**config.mk**
```make
export PLATFORM = sky130hd
export DESIGN_NAME = lcd_write_fsm_flat
export DESIGN_NICKNAME = d
export VERILOG_FILES = /design/src/rtl/lcd_write_fsm_pkg.sv /design/src/rtl/lcd_write_fsm_if.sv /design/src/rtl/lcd_write_fsm_edge_sync.sv /design/src/rtl/lcd_write_fsm.sv /design/src/flat_wrapper.sv
export SDC_FILE = /design/constraint.sdc
export NUM_CORES = 1
export LEC_CHECK = 0
export ABC_AREA = 1
export CORE_AREA = 2 2 85 63
export DETAILED_ROUTE_END_ITERATION = 10
export DIE_AREA = 0 0 87 65
export PLACE_DENSITY_LB_ADDON = 0.1
export SYNTH_ARGS = -nofsm -noshare
export SYNTH_HDL_FRONTEND = slang
export SYNTH_SLANG_ARGS = --single-unit
```
**constraint.sdc**
```tcl
create_clock -name clk -period 2.61 [get_ports clk]
set_input_delay 0.522 -clock clk [delete_from_list [all_inputs] [get_ports clk]]
set_output_delay 0.522 -clock clk [all_outputs]
set_load 0.03 [all_outputs]
```
**src/rtl/lcd_write_fsm_pkg.sv**
```systemverilog
// Shared types and constants for the HD44780-style LCD write engine.
// Holds the FSM state encoding, the power-on init command list and the command codes.
package lcd_pkg;

   typedef enum logic [2:0] {
      PWR_WAIT = 3'd0,
      SETUP    = 3'd1,
      E_HIGH   = 3'd2,
      HOLD     = 3'd3,
      EXEC     = 3'd4,
      IDLE     = 3'd5
   } lcd_state_t;

   localparam int INIT_LEN = 6;

   // Function set (8-bit, 2 lines) three times, display on, clear, entry mode.
   localparam logic [7:0] INIT_CMDS [INIT_LEN] = '{8'h38, 8'h38, 8'h38, 8'h0C, 8'h01, 8'h06};

   localparam logic [7:0] CLEAR = 8'h01;
   localparam logic [7:0] HOME  = 8'h02;

   // Clear and both home encodings need the long execution wait.
   function automatic logic isLongCmd(input logic cmdRs, input logic [7:0] cmdByte);
      return !cmdRs && (cmdByte == CLEAR || cmdByte == HOME || cmdByte == (HOME | 8'h01));
   endfunction

endpackage

```
**src/rtl/lcd_write_fsm_if.sv**
```systemverilog
// Host load/byte inputs and LCD bus outputs of the LCD write engine.
// master = driver of load/data/rs (host or bench), slave = the write engine.
interface lcd_write_fsm_if;
   logic       load;
   logic [7:0] data;
   logic       rs;
   logic       lcd_e;
   logic       lcd_rs;
   logic [7:0] lcd_db;
   logic       busy;
   logic       overflow;

   modport master (
      output load, data, rs,
      input  lcd_e, lcd_rs, lcd_db, busy, overflow
   );

   modport slave (
      input  load, data, rs,
      output lcd_e, lcd_rs, lcd_db, busy, overflow
   );
endinterface

```
**src/rtl/lcd_write_fsm_edge_sync.sv**
```systemverilog
// Two-flop synchronizer followed by a registered rising-edge detector.
// rise is a single-cycle pulse three clk edges after async_in goes high.
module edge_sync (
   input  logic clk,
   input  logic reset,
   input  logic async_in,
   output logic rise
);

   logic [2:0] syncReg;
   logic       riseReg;

   always_ff @(posedge clk) begin
      if (reset) begin
         syncReg <= 3'b000;
         riseReg <= 1'b0;
      end else begin
         syncReg <= {syncReg[1:0], async_in};
         riseReg <= syncReg[1] & ~syncReg[2];
      end
   end

   assign rise = riseReg;

endmodule

```
**src/rtl/lcd_write_fsm.sv**
```systemverilog
// HD44780-style LCD write engine: power-on init, then host bytes taken from a
// synchronized load event, each driven with setup / enable / hold / exec timing.
module lcd_write_fsm
   import lcd_pkg::*;
#(
   parameter int T_POWERUP   = 40000,
   parameter int T_AS        = 1,
   parameter int T_PW        = 1,
   parameter int T_H         = 1,
   parameter int T_EXEC      = 100,
   parameter int T_EXEC_LONG = 3400
) (
   input  logic           clk,
   input  logic           reset,
   lcd_write_fsm_if.slave bus
);

   localparam int MAX_A = (T_POWERUP > T_EXEC_LONG) ? T_POWERUP : T_EXEC_LONG;
   localparam int MAX_B = (T_EXEC > T_AS) ? T_EXEC : T_AS;
   localparam int MAX_C = (T_PW > T_H) ? T_PW : T_H;
   localparam int MAX_BC = (MAX_B > MAX_C) ? MAX_B : MAX_C;
   localparam int MAX_T = (MAX_A > MAX_BC) ? MAX_A : MAX_BC;
   localparam int CNT_W = (MAX_T > 1) ? $clog2(MAX_T) : 1;

   localparam logic [CNT_W-1:0] LAST_PWR  = CNT_W'(T_POWERUP - 1);
   localparam logic [CNT_W-1:0] LAST_AS   = CNT_W'(T_AS - 1);
   localparam logic [CNT_W-1:0] LAST_PW   = CNT_W'(T_PW - 1);
   localparam logic [CNT_W-1:0] LAST_H    = CNT_W'(T_H - 1);
   localparam logic [CNT_W-1:0] LAST_EXEC = CNT_W'(T_EXEC - 1);
   localparam logic [CNT_W-1:0] LAST_LONG = CNT_W'(T_EXEC_LONG - 1);
   localparam logic [2:0]       LAST_IDX  = 3'(INIT_LEN - 1);

   lcd_state_t       stateReg, stateNext;
   logic [CNT_W-1:0] cntReg, cntNext;
   logic             lcdEReg, lcdENext;
   logic             lcdRsReg, lcdRsNext;
   logic [7:0]       lcdDbReg, lcdDbNext;
   logic             pendValidReg, pendValidNext;
   logic [7:0]       pendDataReg, pendDataNext;
   logic             pendRsReg, pendRsNext;
   logic             overflowReg, overflowNext;
   logic [2:0]       initIdxReg, initIdxNext;
   logic [CNT_W-1:0] execLast;
   logic             ev;

   edge_sync u_edge_sync (
      .clk      (clk),
      .reset    (reset),
      .async_in (bus.load),
      .rise     (ev)
   );

   // The bus still holds the byte being executed, so it decides the wait length.
   assign execLast = isLongCmd(lcdRsReg, lcdDbReg) ? LAST_LONG : LAST_EXEC;

   always_ff @(posedge clk) begin
      if (reset) begin
         stateReg     <= PWR_WAIT;
         cntReg       <= '0;
         lcdEReg      <= 1'b0;
         lcdRsReg     <= 1'b0;
         lcdDbReg     <= 8'h00;
         pendValidReg <= 1'b0;
         pendDataReg  <= 8'h00;
         pendRsReg    <= 1'b0;
         overflowReg  <= 1'b0;
         initIdxReg   <= 3'd0;
      end else begin
         stateReg     <= stateNext;
         cntReg       <= cntNext;
         lcdEReg      <= lcdENext;
         lcdRsReg     <= lcdRsNext;
         lcdDbReg     <= lcdDbNext;
         pendValidReg <= pendValidNext;
         pendDataReg  <= pendDataNext;
         pendRsReg    <= pendRsNext;
         overflowReg  <= overflowNext;
         initIdxReg   <= initIdxNext;
      end
   end

   always_comb begin
      stateNext     = stateReg;
      cntNext       = cntReg;
      lcdRsNext     = lcdRsReg;
      lcdDbNext     = lcdDbReg;
      pendValidNext = pendValidReg;
      pendDataNext  = pendDataReg;
      pendRsNext    = pendRsReg;
      overflowNext  = overflowReg;
      initIdxNext   = initIdxReg;

      // Events arriving while busy go to the one-deep pending slot or are dropped.
      if (ev && stateReg != IDLE) begin
         if (pendValidReg) begin
            overflowNext = 1'b1;
         end else begin
            pendValidNext = 1'b1;
            pendDataNext  = bus.data;
            pendRsNext    = bus.rs;
         end
      end

      case (stateReg)
         PWR_WAIT: begin
            if (cntReg == LAST_PWR) begin
               cntNext     = '0;
               stateNext   = SETUP;
               initIdxNext = 3'd0;
               lcdRsNext   = 1'b0;
               lcdDbNext   = INIT_CMDS[0];
            end else begin
               cntNext = cntReg + 1'b1;
            end
         end
         SETUP: begin
            if (cntReg == LAST_AS) begin
               cntNext   = '0;
               stateNext = E_HIGH;
            end else begin
               cntNext = cntReg + 1'b1;
            end
         end
         E_HIGH: begin
            if (cntReg == LAST_PW) begin
               cntNext   = '0;
               stateNext = HOLD;
            end else begin
               cntNext = cntReg + 1'b1;
            end
         end
         HOLD: begin
            if (cntReg == LAST_H) begin
               cntNext   = '0;
               stateNext = EXEC;
            end else begin
               cntNext = cntReg + 1'b1;
            end
         end
         EXEC: begin
            if (cntReg == execLast) begin
               cntNext   = '0;
               stateNext = SETUP;
               if (initIdxReg < LAST_IDX) begin
                  initIdxNext = initIdxReg + 3'd1;
                  lcdRsNext   = 1'b0;
                  lcdDbNext   = INIT_CMDS[initIdxReg + 3'd1];
               end else if (pendValidReg) begin
                  pendValidNext = 1'b0;
                  lcdRsNext     = pendRsReg;
                  lcdDbNext     = pendDataReg;
               end else if (ev) begin
                  // Event coinciding with completion is issued straight away.
                  pendValidNext = 1'b0;
                  lcdRsNext     = bus.rs;
                  lcdDbNext     = bus.data;
               end else begin
                  stateNext = IDLE;
               end
            end else begin
               cntNext = cntReg + 1'b1;
            end
         end
         IDLE: begin
            if (ev) begin
               cntNext   = '0;
               stateNext = SETUP;
               lcdRsNext = bus.rs;
               lcdDbNext = bus.data;
            end
         end
         default: begin
            cntNext   = '0;
            stateNext = PWR_WAIT;
         end
      endcase

      lcdENext = (stateNext == E_HIGH);
   end

   assign bus.lcd_e    = lcdEReg;
   assign bus.lcd_rs   = lcdRsReg;
   assign bus.lcd_db   = lcdDbReg;
   assign bus.busy     = (stateReg != IDLE);
   assign bus.overflow = overflowReg;

endmodule

```
**src/flat_wrapper.sv**
```systemverilog
// flat-port wrapper written by rule: the top's interface ports become plain ports
module lcd_write_fsm_flat import lcd_pkg::*;
#(
   parameter int T_POWERUP   = 40000,
   parameter int T_AS        = 1,
   parameter int T_PW        = 1,
   parameter int T_H         = 1,
   parameter int T_EXEC      = 100,
   parameter int T_EXEC_LONG = 3400
)
  (clk, reset, bus_load, bus_data, bus_rs, bus_lcd_e, bus_lcd_rs, bus_lcd_db, bus_busy, bus_overflow);
  lcd_write_fsm_if bus_i ();
  input  logic clk;
  input  logic reset;
  input wire logic [$bits(bus_i.load)-1:0] bus_load;
  input wire logic [$bits(bus_i.data)-1:0] bus_data;
  input wire logic [$bits(bus_i.rs)-1:0] bus_rs;
  output wire logic [$bits(bus_i.lcd_e)-1:0] bus_lcd_e;
  output wire logic [$bits(bus_i.lcd_rs)-1:0] bus_lcd_rs;
  output wire logic [$bits(bus_i.lcd_db)-1:0] bus_lcd_db;
  output wire logic [$bits(bus_i.busy)-1:0] bus_busy;
  output wire logic [$bits(bus_i.overflow)-1:0] bus_overflow;
  assign bus_i.load = bus_load;
  assign bus_i.data = bus_data;
  assign bus_i.rs = bus_rs;
  assign bus_lcd_e = bus_i.lcd_e;
  assign bus_lcd_rs = bus_i.lcd_rs;
  assign bus_lcd_db = bus_i.lcd_db;
  assign bus_busy = bus_i.busy;
  assign bus_overflow = bus_i.overflow;
  lcd_write_fsm #(.T_POWERUP(T_POWERUP), .T_AS(T_AS), .T_PW(T_PW), .T_H(T_H), .T_EXEC(T_EXEC), .T_EXEC_LONG(T_EXEC_LONG)) u_core (.clk(clk), .reset(reset), .bus(bus_i));
endmodule
```
==> flow_summary.toml <==
[outcome]
status = "completed"

[run]
maxCapViolCount = 0

[sta]
hold_viol = 0
period_minus_slack_ns = 2.307
tightest_slew_ns = 0.7238
slew_violations = 0
finClkSkew_ns = 0.006847
finalSetupViolations = 0
maxClockFrequency_mhz = 433.5
period_share_pct = 88.39
setup_ws_ns = 0.3029
setup_tns_ns = 0
maxSlewHeadroom_pct = 51.69
rsz0062_at_grt = "false"

[synthesis]
synth_edf_count = 0
syn_area_um2 = 2932
ys_async_sr_fraction_pct = 0
synth_flop_cell = "dfxtp_1"
seq_area_frac_synth_pct = 32.10
syn_inst = 466
ys_warn_count = 0
synth-seq-cells = 47
synth_cell_types = 35
syn_avg_cell_area_um2 = 6.291
syn-num-nets = 482

[floorplanning]
die_area_um2 = 5655
coreArea_um2 = 4927
initial_core_util_pct = 59.50
rows = 22
die-height_um = 65
fp.dieW_um = 87
ios = 24

[clock_network]
root_buffer = "clkbuf_8"
cts_buffers = 5
post-cts-setup-buffers = 0
cts_tree = "done"
clock_sinks = 47
worst_skew_pair.late_latency_ns = 0.31
cts.hold.buffers_added = 0
ctsResizeCount = 0
cts_buffer_depth = 2
cts.clk_slew.worst_paths_ns = 0.09
h-tree-depth = 2

[detailed_routing]
firstDrtPassIters = 5
drc_errors = 0
postRouteWirelength_um = 7388
final_antenna_net_count = 0
viasPerCell = 5.504
vias = 3027
drtIter0Drc = 302
wl_per_cell_um = 13.43

[setup_path]
crit_family = "buffers and inverters"
cp-start-kind = "flip-flop"
path_max_fanout = 7
path_cells = "nand2_2 -> nor2_2 -> inv_2 -> clkdlybuf4s50_1"
critPathMaxStageDelay_ns = 0.59
critPathCaptureType = "primary output"
path_buf_inv = 2
required_ns = 2.09
arrival_ns = 1.79
cp_slowest_cell = "clkdlybuf4s50_1"
crit_type = "reg -> out"

[cells_and_area]
n_antenna_cell = 0
multiInputGateArea_um2 = 1634
final_common_cell = "nand2_1"
final_cell_mix = "108 x nand2_1, 74 x inv_1, 63 x nor2_1"
drive_above_1_share_pct = 7.755
areaGrowthSynthToFinish_pct = 13.79
register_area_um2 = 940.9
final_cell_area_um2 = 3336
nFillCells = 454
finalNetCount = 505

[power]
p_sw_share_pct = 21.73
combPwrFrac_pct = 5.8
pwr-share-clk_pct = 43.8
power_density_nw_per_um2 = 439.5
p_switching_uw = 318.6
seqPwrFrac_pct = 50.4
irDropWorstVdd_v = 0.0003258
power.leakage_uw = 0.001364
p_int_uw = 1147

[global_route]
grt_pass1_wl_um = 12540
antenna_found_initial = 0
grt_overflow = 0
grtUsageTotal_pct = 28.43
grt_max_degree = 25
grt_pass1_vias = 2561

[place]
globalplace.congestion = 0.9434
portBuffers = 23
dp_worst_setup_slack_ns = 0.6368
dpl.hpwl_um = 5518
postPlaceCellArea_um2 = 3199

[worst_hold_path]
hp-class = "reg -> reg"
==> final cells by class <==
| class | instances | share of cell area, % |
|---|---|---|
| clock buffers | 5 | 2.063 |
| inverters | 77 | 8.665 |
| flip-flops and latches | 47 | 28.21 |
| multi-input cells | 331 | 48.99 |
| clock inverters | 3 | 2.026 |
| well taps | 60 | 2.251 |
| repair buffers | 27 | 7.802 |
==> synthesized netlist by cell type, types with 9 or more instances <==
cell / instances / share of area (%)
dfxtp_1: 47 / 32
inv_1: 74 / 9.5
o21ai_0: 25 / 4.3
nor2_1: 63 / 8.1
nor3_1: 9 / 1.5
a21oi_1: 40 / 6.8
nand2_1: 108 / 14
nand4_1: 18 / 3.8
nand3_1: 27 / 4.6
==> through the flow <==
| stage | util [%] | instances | hold slack [ns] | power, µW |
|---|---|---|---|---|
| floorplan | - | 466 | 0.3744 | 807.7 |
| global placement | 64.93 | 542 | 0.3806 | 838.4 |
| detailed placement | 64.93 | 542 | 0.3875 | 839.7 |
| CTS | 67.70 | 550 | 0.4004 | 1467 |
| global route | 67.70 | 550 | 0.4127 | 1514 |
| finish | 67.70 | 550 | 0.3955 | 1466 |
==> state kept, by name (all words and copies together) (netlist names) <==
signal / flops
u_core.bus.lcd_db: 8
u_core.u_edge_sync.syncReg: 3
u_core.cntReg: 16
u_core.bus.lcd_e: 1
u_core.bus.lcd_rs: 1
u_core.stateReg: 3
u_core.pendValidReg: 1
u_core.initIdxReg: 3
u_core.pendDataReg: 8
u_core.bus.overflow: 1
u_core.pendRsReg: 1
u_core.u_edge_sync.rise: 1
==> power by group through the flow <==
stage | Sequential (µW) | Combinational, µW | Clock (µW)
after detailed placement | 756 | 83.5 | 0
after global routing | 742 | 96.9 | 676
after floorplan | 752 | 56.1 | 0
final | 739 | 85.0 | 642
after CTS | 739 | 84.5 | 644
after global placement | 756 | 82.7 | 0
==> worst reg2reg max path, stage by stage (launching register included) <==
cell and delay [ns]:
dfxtp_1 0.51, nand3_2 0.17, nor2_1 0.15, nand3_1 0.20, inv_1 0.19, nand2_1 0.12, o21ai_0 0.24, a21oi_1 0.09
nand2_1 0.08, a21oi_1 0.07
==> metal layers <==
layer | global-route usage, % | part of all wire [%]
met2 | 40.08 | 40
met3 | 5.223 | 9.7
met4 | 6.641 | 0.92
met5 | 0 | 0
met1 | 44.14 | 49
==> path summary, 6_finish.rpt <==
check,depth (start not counted),slack [ns],startpoint,to
max reg2reg,9,0.68,u_core.cntReg[2],u_core.cntReg[11]
max,4,0.30,u_core.stateReg[2],bus_busy
min reg2reg,1,0.40,u_core.u_edge_sync.syncReg[2],u_core.u_edge_sync.rise
min,1,0.40,u_core.u_edge_sync.syncReg[2],u_core.u_edge_sync.rise
==> cells by family after synthesis <==
family,synth area share (%)
compound gates,13.91
xor+xnor,0.2988
fa+ha+maj,1.707
buf+inv,12.16
flops,32.10
simple gates,39.82
Power figures use the tool's default switching activity.
